===== config.mk =====
export PLATFORM = sky130hd
export DESIGN_NAME = mult_lut_seq_ctrl
export DESIGN_NICKNAME = d
export VERILOG_FILES = /design/src/rtl/mult_lut_seq_ctrl.sv
export SDC_FILE = /design/constraint.sdc
export NUM_CORES = 1
export LEC_CHECK = 0
export ABC_AREA = 1
export BUFFER_PORTS_ARGS = -buffer_cell sky130_fd_sc_hd__buf_4
export CORE_AREA = 3 3 129 131
export CTS_CLUSTER_SIZE = 25
export DETAILED_ROUTE_END_ITERATION = 7
export DIE_AREA = 0 0 132 134
export PLACE_DENSITY = 0.74
export SYNTH_ARGS = -nofsm -noshare
export SYNTH_HDL_FRONTEND = slang
export SYNTH_HIERARCHICAL = 1
export SYNTH_SLANG_ARGS = --single-unit

===== constraint.sdc =====
create_clock -name Clock -period 3.32 [get_ports Clock]
set_input_delay 0.332 -clock Clock [delete_from_list [all_inputs] [get_ports Clock]]
set_output_delay 0.332 -clock Clock [all_outputs]
set_load 0.1 [all_outputs]

===== src/rtl/mult_lut_seq_ctrl.sv =====
// Sequential 16x16 unsigned multiplier: one shared radix-4 LUT stage, eight shift-accumulate steps.
// Optional build macro MULT_SEQ_EARLY_EXIT_EN finishes as soon as the remaining multiplier digits are zero.

module MULT_LUT_2_BITS (
  input  logic [15:0] a,
  input  logic [1:0]  digit,
  output logic [17:0] pp
);
  always_comb begin
    case (digit)
      2'd0:    pp = 18'd0;
      2'd1:    pp = {2'b00, a};
      2'd2:    pp = {1'b0, a, 1'b0};
      default: pp = {2'b00, a} + {1'b0, a, 1'b0};
    endcase
  end
endmodule

module mult_lut_seq_ctrl (
  input  logic        Clock,
  input  logic        Reset,
  input  logic        iStart,
  input  logic [15:0] iDato_A,
  input  logic [15:0] iDato_B,
  output logic        oBusy,
  output logic        oDone,
  output logic [31:0] oResult
);
  typedef enum logic [1:0] {
    IDLE = 2'd0,
    RUN  = 2'd1,
    DONE = 2'd2
  } state_t;

  state_t      state_reg, state_next;
  logic [15:0] a_reg, a_next;
  logic [15:0] b_reg, b_next;
  logic [31:0] acc_reg, acc_next;
  logic [31:0] result_reg, result_next;
  logic [2:0]  cnt_reg, cnt_next;

  logic [17:0] pp;
  logic [15:0] b_shift;
  logic [31:0] acc_sum;
  logic        last_step;

  MULT_LUT_2_BITS u_lut (
    .a     (a_reg),
    .digit (b_reg[1:0]),
    .pp    (pp)
  );

  assign b_shift = {2'b00, b_reg[15:2]};
  // Digit weight is 4^cnt, so the partial product moves left by 2*cnt.
  assign acc_sum = acc_reg + ({14'd0, pp} << {cnt_reg, 1'b0});

`ifdef MULT_SEQ_EARLY_EXIT_EN
  assign last_step = (cnt_reg == 3'd7) || (b_shift == 16'd0);
`else
  assign last_step = (cnt_reg == 3'd7);
`endif

  always_ff @(posedge Clock or negedge Reset) begin
    if (!Reset) begin
      state_reg  <= IDLE;
      a_reg      <= 16'd0;
      b_reg      <= 16'd0;
      acc_reg    <= 32'd0;
      result_reg <= 32'd0;
      cnt_reg    <= 3'd0;
    end else begin
      state_reg  <= state_next;
      a_reg      <= a_next;
      b_reg      <= b_next;
      acc_reg    <= acc_next;
      result_reg <= result_next;
      cnt_reg    <= cnt_next;
    end
  end

  always_comb begin
    state_next  = state_reg;
    a_next      = a_reg;
    b_next      = b_reg;
    acc_next    = acc_reg;
    result_next = result_reg;
    cnt_next    = cnt_reg;
    oBusy       = 1'b0;
    oDone       = 1'b0;

    case (state_reg)
      IDLE: begin
        if (iStart) begin
          state_next = RUN;
          a_next     = iDato_A;
          b_next     = iDato_B;
          acc_next   = 32'd0;
          cnt_next   = 3'd0;
        end
      end
      RUN: begin
        oBusy    = 1'b1;
        acc_next = acc_sum;
        b_next   = b_shift;
        cnt_next = cnt_reg + 3'd1;
        if (last_step) begin
          state_next  = DONE;
          // Capture the final sum directly so the result is valid in the DONE cycle.
          result_next = acc_sum;
        end
      end
      DONE: begin
        oDone = 1'b1;
        if (iStart) begin
          state_next = RUN;
          a_next     = iDato_A;
          b_next     = iDato_B;
          acc_next   = 32'd0;
          cnt_next   = 3'd0;
        end else begin
          state_next = IDLE;
        end
      end
      default: state_next = IDLE;
    endcase
  end

  assign oResult = result_reg;

endmodule


After elaboration in Yosys (flattened, before gate mapping):

Index checks and enable logic that the tools add are counted.
Widths: inputs -> output; s select.

* bits of input ports: 35
* output and inout port bits: 34
* bits in registers: 101
* word-level logic and storage cells: 39

* shift operators: 1
* muxes and demuxes: 13
* reductions and logical operators: 8
* equality and inequality tests: 8
* add/subtract/negate cells: 3

Operator list (count)
* $pmux 32 s2: 1
* $pmux 18 s3: 1
* $add 32x32->32: 1
* $mux 32: 1
* $pmux 16 s2: 1
* $shl 18x4->32: 1
* $add 16x17->18: 1
* $mux 16: 1
* $reduce_and 2->1: 4
* $pmux 2 s3: 1
* $pmux 3 s2: 1
* $eq 2x1->1 const B: 2
* $eq 2x2->1 const B: 2
* $logic_not 2->1: 2
* $mux 2: 2
* $ne 2x2->1 const B: 2
* $add 3x1->3 const B: 1
* $eq 3x3->1 const B: 1
* $mux 1: 3
* $mux 3: 1
* $ne 2x1->1 const B: 1
* $reduce_bool 2->1: 1
* $reduce_or 2->1: 1

Longest topological paths before layout:

* word-level depth: 5
* mapped depth: 31
* mapped depth without buffers: 31

Hierarchy:

Netlist, hierarchy kept.

By module, submodules not included
* mult_lut_seq_ctrl: area an instance 6907.9 um^2, instances 1, sequential area each 2527.4 um^2, cells each 1001
* MULT_LUT_2_BITS: area an instance 1257.5 um^2, instances 1, sequential area each 0.0 um^2, cells each 247

Worst setup path after synthesis:

No wires, ideal clock.

* path kind: register to register
* start point: register a_reg[1]
* end point: register acc_reg[22]
* cell stages (with the launch flop): 30
* arrival: 3.189 ns
* period minus slack after synthesis: 3.310 ns
* path slack: 0.010 ns
* library setup time: 0.120 ns
* buffers on the path: 0
* required time: 3.200 ns
* cells stage by stage: dfrtp_1 -> ha_1 -> fa_1 -> nand2_1 -> nand3_1 -> nand3b_1 -> nand2_1 -> nand2_1 -> nand3b_1 -> nand3_1 -> nand2_1 -> inv_1 -> nand2_1 -> o21ai_0 -> nand2_1 -> nand2_1 -> inv_1 -> nand2_1 -> o21ai_0 -> ha_1 -> nand2_1 -> inv_2 -> nand2_1 -> inv_1 -> a21oi_2 -> nand2_4 -> nand2_2 -> nand3_1 -> nand3_1 -> nand2_1

* word-level cells in the longest chain between the ends: 5

RTL lines
* from (decl): RTL line 36 `logic [15:0] a_reg, a_next;`
* from (signal assigned): RTL line 73 `a_reg <= a_next;`
* $add 16x17->18: RTL line 14 `default: pp = {2'b00, a} + {1'b0, a, 1'b0};`
* $pmux 18 s3: RTL line 10 `case (digit)`
* named net pp[11]: RTL line 42 `logic [17:0] pp;`
* $shl 18x4->32: RTL line 55 `assign acc_sum = acc_reg + ({14'd0, pp} << {cnt_reg, 1'b0});`
* $add 32x32->32: RTL line 55
* $pmux 32 s2: RTL line 91 `case (state_reg)`
* to (signal assigned): RTL line 75 `acc_reg <= acc_next;`
* to (decl): RTL line 38 `logic [31:0] acc_reg, acc_next;`

The timed path passes the listed nets, and every way through them passes these cells.
A chain may end at the register's enable or synchronous reset.

Final worst setup path:

* start point: register a_reg[1]
* end point: register result_reg[21], in the netlist oResult[21]

* word-level cells in the longest chain between the ends: 4

RTL lines
* $add 16x17->18: RTL line 14
* $pmux 18 s3: RTL line 10
* named net pp[15]: RTL line 42
* $shl 18x4->32: RTL line 55
* $add 32x32->32: RTL line 55
* to (signal assigned): RTL line 76 `result_reg <= result_next;`
* to (decl): RTL line 39 `logic [31:0] result_reg, result_next;`

The timed path passes the listed nets, and every way through them passes these cells.

==> metrics.txt <==
outcome finished with violations; failing checks setup timing; multi-input logic area 6330 um^2; Die ar. 17,700 um^2; vias in the first global route around 8.3k; antenna-violating nets left 0; Final Cycle Share 1.11; fin crit period 3.68 ns; Clock Latency Late Sink ~0.37 ns; post-synthesis net count 1,334; sequential cell area 2540 um^2; critical-path maximum fanout 4; Worst Path Required 3.57 ns; IO Pins 69; Critical Path End Type register; core area 15,700 um^2; Async SR Flop Fraction 1.00; Max-Cap Viols 0; routed length per instance roughly 16 um; proportion of layout cells with a drive suffix above 1 0.420; top-area cell type share of the netlist area 0.310; CTS Sinks between 100 and 150; area grow syn2layout 46.0%; vias per cell about 5.3; RSZ-0062 raised after global routing yes; final setup vio count 48; Mapped Cells 1,248; nets around 1.5k; initial DRC count roughly 700; largest net degree at the start of global routing 56; initial antenna violation count 0; syn_area_per_cell 6.54 um^2; Netlist cell types 42; height of the chip 134 um; GRT Util Overall 0.279; clock tree from TritonCTS built; Hold Crit Class in2reg; Worst Setup Slack, final -0.360 ns; arrival time of the worst setup path 3.93 ns; Clock Tree Buf Depth 2; DP Wirelength approximately 18,000 um; Final Hold Fails 0; Synth area leader dfrtp_1; post-synthesis sequential area ratio 0.310; GPL Wtd Cong 0.926; clk slew on worst S/H paths 0.08 ns; Slew headroom 0.446; Syn Std Cell Area 8170 um^2; post-synthesis register bit count just over 100; DR vias approximately 8.9k; YS warnings 6; clock skew between 0.01 and 0.015 ns; Max Fclk 272 MHz; routed wire length roughly 26,000 um; clk root buf clkbuf_16; Starting Density 0.520; n_diodes 0; Slew @ Worst Pin between 0.8 and 0.9 ns; total CTS buffers 9; CP Launch Type register; row cnt 46; top cells by area, synth dfrtp_1 (31%), nand2_1 (23%), inv_1 (7.5%); Setup Crit Path Kind reg2reg; fillers 1,159; global route overflow 0; Port Buffers 68; number of synthesized flops with an enable pin 0; cell total after placement 1,636; Horiz. Die Dim 132 um; Final Max Tran Viols 0; drt drc 0; non-filler cells, final 1,682; Pre-antenna DRT Iters 5; first-pass GRT wire length roughly 40,000 um; Top FF cell, synth dfrtp_1; H-Tree Depth 3
[through the flow]
step                      TNS (ns)  hold slack, ns  utilization  area (um^2)  setup slack [ns]
after floorplan                  0          0.0364            -         8170            0.0105
after global placement      -20.52           0.386        0.624         9810            -0.546
after detailed placement    -23.07           0.382        0.624         9810            -0.568
after CTS                    -7.48           0.189        0.698        11000            -0.278
after global routing        -23.01           0.198        0.759        11900            -0.571
final                       -12.14           0.191        0.759        11900            -0.360
[worst max-delay path, cell delays in order (launching register included)]
cell and delay [ns]:
dfrtp_1 0.43, buf_6 0.15, fa_2 0.42, nand2_4 0.11, nand3_2 0.06, nand3b_1 0.11, nand2_2 0.10, nand2_2 0.09
nand3_2 0.08, nand3_2 0.09, nand2_2 0.05, mux2i_1 0.17, buf_4 0.16, nor2_4 0.03, a31oi_4 0.19, mux2i_2 0.12
ha_4 0.35, nand2_8 0.08, nor2_4 0.14, nand2_1 0.08, nand2_2 0.12, buf_6 0.12, inv_2 0.04, nand2_1 0.06
nand2_1 0.06, nand3_1 0.10, nand2_1 0.06
[worst paths after layout]
path,start,endpoint,slack (ns),depth (start not counted)
setup / recovery,a_reg[1]$_DFFE_PN0P_,oResult[21]$_DFFE_PN0P_,-0.36,26
hold / removal,iDato_A[7],a_reg[7]$_DFFE_PN0P_,0.19,2
setup reg to reg,a_reg[1]$_DFFE_PN0P_,oResult[21]$_DFFE_PN0P_,-0.36,26
hold reg to reg,oResult[20]$_DFFE_PN0P_,oResult[20]$_DFFE_PN0P_,0.48,2
max in group asynchronous,Reset,oResult[26]$_DFFE_PN0P_,2.08,3
min in group asynchronous,Reset,a_reg[5]$_DFFE_PN0P_,0.52,2
[repair_timing]
action	4_1_cts	5_1_grt
setup endpoints to repair	52	55
hold buffers	1	0
buffers inserted	17	13
endpoints found under the hold margin	5	0
pin swaps	68	54
resized for setup	210	201
[cell usage after synthesis, types with 9 or more instances]
| master | count |
|---|---|
| inv_2 | 12 |
| mux2_2 | 16 |
| nor2_1 | 74 |
| o21ai_0 | 53 |
| nand3b_1 | 9 |
| clkbuf_1 | 12 |
| buf_2 | 11 |
| dfrtp_1 | 101 |
| xnor2_1 | 10 |
| nand3_1 | 87 |
| ha_1 | 49 |
| nand2_1 | 495 |
| a21oi_1 | 32 |
| nand2_2 | 17 |
| a31oi_1 | 16 |
| inv_1 | 164 |
[area by class of cell]
cell class,count,share of cell area
Clock buffer,9,0.0189
Clock inverter,7,0.00598
Inverter,179,0.0569
Multi-Input combinational cell,937,0.531
Sequential cell,101,0.213
Tap cell,216,0.0227
Timing Repair Buffer,233,0.152
[cell families after synthesis]
kind of cell / Yosys count / share of synthesized area
and+or+nand+nor: 716 / 0.370
buffers and inverters: 210 / 0.103
AOI/OAI and AO/OA: 130 / 0.0892
DFF: 101 / 0.310
adders and majority gates: 51 / 0.0800
muxes: 24 / 0.0319
xor gates and xnor gates: 16 / 0.0172
[cell usage in the layout, fill, tap and decap left out, types with 4 or more instances in the layout]
cell type / count
nand3_2: 34
a21oi_4: 4
dfrtp_2: 8
nor3_2: 5
inv_2: 37
o21ai_1: 18
dfrtp_1: 93
xnor2_1: 5
nand2_4: 24
ha_4: 31
o21ai_0: 23
o22ai_1: 5
clkinv_4: 5
mux2_2: 16
ha_1: 14
nor2_2: 18
buf_6: 13
clkbuf_16: 9
o21ai_2: 18
ha_2: 4
nand3b_1: 9
nand3_1: 57
inv_1: 138
nand2_2: 100
nand4_1: 7
nor2_1: 44
nor2_4: 19
a21oi_1: 13
nand2_1: 388
a31oi_1: 14
a21oi_2: 18
xor2_1: 4
buf_4: 218
[metal layers]
layer / track usage / share of wire
met5: 0 / 0
met4: 0.0939 / 0.030
met3: 0.0383 / 0.048
met2: 0.467 / 0.49
met1: 0.375 / 0.44
Power is left out: the tool's default activity adds up to more than one toggle a clock period on the data nets, which glitch-free logic cannot reach.
